### src/rtl/pulse_gen_pkg.sv
// Shared definitions for the parametrised dav_/rfd pulse generator.
//   - command encodings carried on modo
//   - FSM state encoding
//   - phase length helper: SCALE*(numero+1)-1, computed in 32-bit unsigned
//     so the top code (numero = 2^W-1) cannot wrap before truncation to CW.
package pulse_gen_pkg;

  localparam logic [1:0] MODO_SINGLE   = 2'b00;
  localparam logic [1:0] MODO_PERIODIC = 2'b01;
  localparam logic [1:0] MODO_STOP     = 2'b10;

  typedef enum logic [1:0] {
    S_IDLE = 2'd0,
    S_HIGH = 2'd1,
    S_LOW  = 2'd2
  } state_e;

  // Counter reload value for a phase of SCALE*(num+1) cycles.
  function automatic int unsigned phase_len_m1(int unsigned scale, int unsigned num);
    return scale * (num + 1) - 1;
  endfunction

endpackage

### src/rtl/pulse_gen_param_if.sv
// Producer-side bus of the pulse generator.
//   numero [W-1:0] duration code, sampled on acceptance
//   modo   [1:0]   command (single / periodic / stop / reserved)
//   dav_           data valid, active low
//   rfd            ready for data, active high
//   out            generated waveform
// master: producer / testbench.  slave: pulse_gen_param.
interface pulse_gen_param_if #(
  parameter int unsigned W = 4
);
  logic [W-1:0] numero;
  logic [1:0]   modo;
  logic         dav_;
  logic         rfd;
  logic         out;

  modport master (output numero, modo, dav_, input rfd, out);
  modport slave  (input numero, modo, dav_, output rfd, out);
endinterface

### src/rtl/phase_counter.sv
// Loadable CW-bit down-counter used to time each high/low phase.
//   clock, reset_  system clock, async active-low reset (count -> 0)
//   load           load load_value this edge (wins over enable)
//   load_value     reload value (phase length minus one)
//   en             decrement this edge; holds at zero
//   zero           count == 0, i.e. this edge ends the current phase
module phase_counter #(
  parameter int unsigned CW = 5
) (
  input  logic          clock,
  input  logic          reset_,
  input  logic          load,
  input  logic [CW-1:0] load_value,
  input  logic          en,
  output logic          zero
);

  logic [CW-1:0] cnt_q;

  always_ff @(posedge clock or negedge reset_) begin
    if (!reset_) begin
      cnt_q <= '0;
    end else if (load) begin
      cnt_q <= load_value;
    end else if (en && (cnt_q != '0)) begin
      cnt_q <= cnt_q - 1'b1;
    end
  end

  assign zero = (cnt_q == '0);

endmodule

### src/rtl/pulse_gen_param.sv
// Parametrised pulse generator behind a dav_/rfd handshake.
// An accepted single-shot or periodic command drives out high for
// L = SCALE*(numero+1) cycles starting on the acceptance edge; periodic
// repeats L high / L low until another command arrives. Stop (or the
// reserved code) forces out low and returns to IDLE.
//   clock, reset_  system clock, async active-low reset
//   bus            slave side of pulse_gen_param_if (numero, modo, dav_
//                  in; rfd, out out)
// rfd is its own register: it drops on acceptance and comes back on the
// first edge with dav_ high while idle or running periodic, so a dav_
// held low across the return can never be taken as a second command.
module pulse_gen_param
  import pulse_gen_pkg::*;
#(
  parameter int unsigned W     = 4,
  parameter int unsigned SCALE = 2
) (
  input  logic                 clock,
  input  logic                 reset_,
  pulse_gen_param_if.slave     bus
);

  localparam int unsigned CW = $clog2(SCALE * (2 ** W));

  state_e        state_q, state_d;
  logic          out_q, out_d;
  logic          rfd_q, rfd_d;
  logic [1:0]    mode_q, mode_d;
  logic [W-1:0]  num_q, num_d;

  logic          accept;
  logic          cnt_load, cnt_en, cnt_zero;
  logic [CW-1:0] cnt_load_value;

  assign accept = rfd_q && !bus.dav_;

  phase_counter #(.CW(CW)) u_phase (
    .clock      (clock),
    .reset_     (reset_),
    .load       (cnt_load),
    .load_value (cnt_load_value),
    .en         (cnt_en),
    .zero       (cnt_zero)
  );

  always_ff @(posedge clock or negedge reset_) begin
    if (!reset_) begin
      state_q <= S_IDLE;
      out_q   <= 1'b0;
      rfd_q   <= 1'b1;
      mode_q  <= '0;
      num_q   <= '0;
    end else begin
      state_q <= state_d;
      out_q   <= out_d;
      rfd_q   <= rfd_d;
      mode_q  <= mode_d;
      num_q   <= num_d;
    end
  end

  always_comb begin
    state_d        = state_q;
    out_d          = out_q;
    rfd_d          = rfd_q;
    mode_d         = mode_q;
    num_d          = num_q;
    cnt_load       = 1'b0;
    cnt_en         = 1'b0;
    // Periodic reloads reuse the latched code.
    cnt_load_value = CW'(phase_len_m1(SCALE, 32'(num_q)));

    if (accept) begin
      // A new command aborts whatever phase is running.
      rfd_d  = 1'b0;
      mode_d = bus.modo;
      num_d  = bus.numero;
      if ((bus.modo == MODO_SINGLE) || (bus.modo == MODO_PERIODIC)) begin
        state_d        = S_HIGH;
        out_d          = 1'b1;
        cnt_load       = 1'b1;
        cnt_load_value = CW'(phase_len_m1(SCALE, 32'(bus.numero)));
      end else begin
        state_d = S_IDLE;
        out_d   = 1'b0;
      end
    end else begin
      case (state_q)
        S_HIGH: begin
          if (cnt_zero) begin
            out_d = 1'b0;
            if (mode_q == MODO_PERIODIC) begin
              state_d  = S_LOW;
              cnt_load = 1'b1;
            end else begin
              state_d = S_IDLE;
            end
          end else begin
            cnt_en = 1'b1;
          end
        end
        S_LOW: begin
          if (cnt_zero) begin
            out_d    = 1'b1;
            state_d  = S_HIGH;
            cnt_load = 1'b1;
          end else begin
            cnt_en = 1'b1;
          end
        end
        S_IDLE: ;
        default: begin
          state_d = S_IDLE;
          out_d   = 1'b0;
        end
      endcase

      // Single-shot keeps rfd low until the pulse is over.
      if (!rfd_q && bus.dav_ && ((state_q == S_IDLE) || (mode_q == MODO_PERIODIC)))
        rfd_d = 1'b1;
    end
  end

  assign bus.out = out_q;
  assign bus.rfd = rfd_q;

endmodule

### src/flat_wrapper.sv
// flat-port wrapper written by rule: the top's interface ports become plain ports
module pulse_gen_param_flat import pulse_gen_pkg::*;
#(
  parameter int unsigned W     = 4,
  parameter int unsigned SCALE = 2
)
  (clock, reset_, bus_numero, bus_modo, bus_dav_, bus_rfd, bus_out);
  pulse_gen_param_if #(.W(W)) bus_i ();
  input  logic clock;
  input  logic reset_;
  input wire logic [$bits(bus_i.numero)-1:0] bus_numero;
  input wire logic [$bits(bus_i.modo)-1:0] bus_modo;
  input wire logic [$bits(bus_i.dav_)-1:0] bus_dav_;
  output wire logic [$bits(bus_i.rfd)-1:0] bus_rfd;
  output wire logic [$bits(bus_i.out)-1:0] bus_out;
  assign bus_i.numero = bus_numero;
  assign bus_i.modo = bus_modo;
  assign bus_i.dav_ = bus_dav_;
  assign bus_rfd = bus_i.rfd;
  assign bus_out = bus_i.out;
  pulse_gen_param #(.W(W), .SCALE(SCALE)) u_core (.clock(clock), .reset_(reset_), .bus(bus_i));
endmodule
### config.mk
export PLATFORM = sky130hd
export DESIGN_NAME = pulse_gen_param_flat
export DESIGN_NICKNAME = d
export VERILOG_FILES = /design/src/rtl/pulse_gen_pkg.sv /design/src/rtl/pulse_gen_param_if.sv /design/src/rtl/phase_counter.sv /design/src/rtl/pulse_gen_param.sv /design/src/flat_wrapper.sv
export SDC_FILE = /design/constraint.sdc
export NUM_CORES = 1
export LEC_CHECK = 0
export CAP_MARGIN = 20
export CORE_ASPECT_RATIO = 0.8
export CORE_UTILIZATION = 40
export CTS_CLUSTER_SIZE = 40
export DETAILED_ROUTE_END_ITERATION = 12
export PLACE_DENSITY_LB_ADDON = 0.05
export RECOVER_POWER = 100
export SKIP_CTS_REPAIR_TIMING = 1
export SYNTH_ARGS = -nofsm -noshare
export SYNTH_HDL_FRONTEND = slang
export SYNTH_SLANG_ARGS = --single-unit
export TNS_END_PERCENT = 10
### constraint.sdc
create_clock -name clock -period 2.2 [get_ports clock]
set_input_delay 0.44 -clock clock [delete_from_list [all_inputs] [get_ports clock]]
set_output_delay 0.44 -clock clock [all_outputs]
set_load 0.02 [all_outputs]
==> flow_metrics.env <==
export IMPL_antenna_left=0
export IMPL_crit_buf_inv=1
export IMPL_drv_cap=0
export IMPL_r2r_start="u_core.u_phase.cnt_q[0]"
export IMPL_synth_area_per_cell_um2=9.13
export IMPL_startpoint_type="flip-flop"
export IMPL_vdd_drop_max_mv=0.417
export IMPL_ys_ff_latch=15
export IMPL_arrival_ps=1520
export IMPL_synthCells=112
export IMPL_fillers=238
export IMPL_hold_class="reg2reg"
export IMPL_finClkSkew_ps=5.63
export IMPL_clockBufferDepth=2
export IMPL_p_per_area_nw_per_um2=1070
export IMPL_syn_nets=128
export IMPL_antenna_found_initial=0
export IMPL_p_leak_nw=0.504
export IMPL_fin_crit_sh_pct=89.2
export IMPL_numCtsBuffers=3
export IMPL_wl_per_cell_um=13.8
export IMPL_rsz0062_at_grt="false"
export IMPL_root_buffer="clkbuf_4"
export IMPL_cts_tree="yes"
export IMPL_critPathLaunch="u_core.bus.rfd"
export IMPL_clkTransAtPathRegs_ps=90
export IMPL_multi_input_area_um2=573
export IMPL_seq_area_um2=377
export IMPL_fp_row_count=15
export IMPL_synth_cell_type_count=40
export IMPL_pin_count=11
export IMPL_cp_num_cells=1
export IMPL_status="finished, final reports clean"
export IMPL_r2r_end="u_core.state_q[0]"
export IMPL_final_nets=146
export IMPL_finalSetupViolCount=0
export IMPL_cp_cell_sequence="dlygate4sd3_1"
export IMPL_yosysSeqAreaShare_pct=36.8
export IMPL_crit_family="buffers and inverters"
export IMPL_start_util_pct=44.6
export IMPL_clkLatencyLatePin_ps=280
export IMPL_finalHoldWorstSlack_ps=504
export IMPL_reg2regPathDepth=7
export IMPL_grt_pass1_wl_um=3670
export IMPL_crit_path_end_kind="output pin"
export IMPL_fmax_ghz=0.510
export IMPL_antenna_cells=0
export IMPL_slew_headroom_pct=51.6
export IMPL_grt_overflow_total=0
export IMPL_tns_ps=0
export IMPL_num_vias=863
export IMPL_wl_um=2250
export IMPL_setup_worst_path_end="bus_rfd"
export IMPL_final_common_cell="dfrtp_1"
export IMPL_critPathMaxStageDelay_ps=690
export IMPL_firstDrtPassIters=4
export IMPL_ys_warn_count=0
export IMPL_syn_to_final_growth_pct=15.3
export IMPL_critPathKind="reg2out"
export IMPL_period_needed_ps=1960
export IMPL_clock_sinks=15
export IMPL_htreeDepth=1
export IMPL_die_area_um2=2760
export IMPL_coreArea_um2=2290
export IMPL_final_max_slew_viol_count=0
export IMPL_die_w_um=58.5
export IMPL_grt_pass1_vias=804
export IMPL_path_max_fanout=4
export IMPL_rrSetupSlack_ps=280
export IMPL_grt_max_degree=16
export IMPL_grt_total_usage_pct=19.3
export IMPL_worst_slew_pin_slew_ps=724
export IMPL_syn_cell_area_um2=1020
export IMPL_slowest_stage="dlygate4sd3_1"
export IMPL_viasPerCell=5.29
export IMPL_crit_required_ps=1760
export IMPL_port_buffers=10
export IMPL_drt_first_iter_violations=26
export IMPL_final_hold_viol_count=0
export IMPL_dp_hpwl_um=1800
export IMPL_remaining_drc_errors=0
export IMPL_most_common_layout_cells="dfrtp_1 (14), nand2_1 (13), inv_1 (9), nor2_1 (9)"
export IMPL_die_height_um=47.2
export IMPL_place_congestion=0.879
export IMPL_drive_gt1_share_pct=6.20
## synthesized netlist by cell type (all sizes together)
master   count  area, um^2
dfrtp       14         350
nand2       13        48.8
nor2        10        50.1
inv          9        33.8
o21ai        8        40.0
a21oi        7        35.0
ha           7        87.6
a31oi        3        18.8
mux2i        3        30.0
nand3        3        15.0
nor2b        3        18.8
a211oi       2        15.0
a21boi       2        15.0
nor3         2        10.0
nor4b        2        32.5
o2111ai      2        17.5
o22ai        2        18.8
o2bb2ai      2        17.5
xnor2        2        17.5
xor2         2        17.5
a21o         1        7.51
a311oi       1        8.76
and3b        1        12.5
and4b        1        10.0
buf          1        5.00
clkbuf       1        3.75
dfstp        1        26.3
nand2b       1        6.26
nor3b        1        12.5
o221ai       1        8.76
o31a         1        8.76
or2          1        6.26
or3b         1        8.76
or4          1        7.51
## worst register-to-register path: cells and delay by family, from the launching register on
kind            cells  cell delay, ps
buf+inv             1              70
compound gates      1              80
mux                 1             240
fa+ha+maj           1             160
simple gates        3             840
flops               1             420
## final cells by class
cell class | count | share of cell area (%)
multi-input cells | 86 | 48.6
flip-flops and latches | 15 | 32.0
repair buffers | 15 | 10.7
well taps | 34 | 3.61
inverters | 9 | 2.87
clock buffers | 4 | 2.23
## worst min-delay path by stage
stage / startpoint / to / slack (ps) / cells after the start
after floorplan: reset_ / u_core.bus.out / 140 / 0
after global placement: u_core.mode_q[0] / u_core.mode_q[0] / 490 / 2
after detailed placement: u_core.u_phase.cnt_q[0] / u_core.u_phase.cnt_q[0] / 500 / 1
after CTS: u_core.u_phase.cnt_q[0] / u_core.u_phase.cnt_q[0] / 510 / 1
after global routing: u_core.u_phase.cnt_q[0] / u_core.u_phase.cnt_q[0] / 530 / 1
final: u_core.u_phase.cnt_q[0] / u_core.u_phase.cnt_q[0] / 500 / 1
## where the power goes
group	switching [mW]	internal, mW	leakage, nW
Combinational	0.321	0.279	0.309
Sequential	0.111	0.390	0.180
Clock	0.0855	0.0703	0.0150
Total	0.518	0.739	0.504
## cell families (layout without fill, tap and decap cells)
group	Yosys count	after routing	synth area share (%)
adder cells (fa/ha/maj)	7	7	8.57
buffers and inverters	11	28	4.16
multiplexers	3	3	2.94
AO/OA/AOI/OAI	32	32	20.7
flip-flops	15	15	36.8
AND/OR/NAND/NOR	40	40	23.4
XOR/XNOR	4	4	3.43
## per-stage QoR
step | setup WS, ps | instance area [um^2] | instances | power [mW] | utilization, %
6_report | 238 | 1180 | 163 | 1.26 | 51.5
3_3_place_gp | 167 | 1190 | 159 | 1.15 | 52.1
2_1_floorplan | 556 | 1020 | 112 | 0.971 | -
4_1_cts | 309 | 1220 | 163 | 1.33 | 53.3
5_1_grt | 147 | 1180 | 163 | 1.36 | 51.5
3_5_place_dp | 113 | 1190 | 159 | 1.17 | 52.1
## state kept, by name (all words and copies together), names as in the netlist
register	count
u_core.state_q	2
u_core.u_phase.cnt_q	5
u_core.mode_q	2
u_core.bus.rfd	1
u_core.bus.out	1
u_core.num_q	4
## metal layers
layer	routed length (um)	GRT usage, %	part of all wire, %	vias up
met5	0	0	0	-
met4	28	8.10	1.2	0
met3	87	5.23	3.9	4
met2	980	29.9	44	18
met1	1150	25.8	51	405
li1	-	-	-	436
Power figures use the tool's default switching activity.
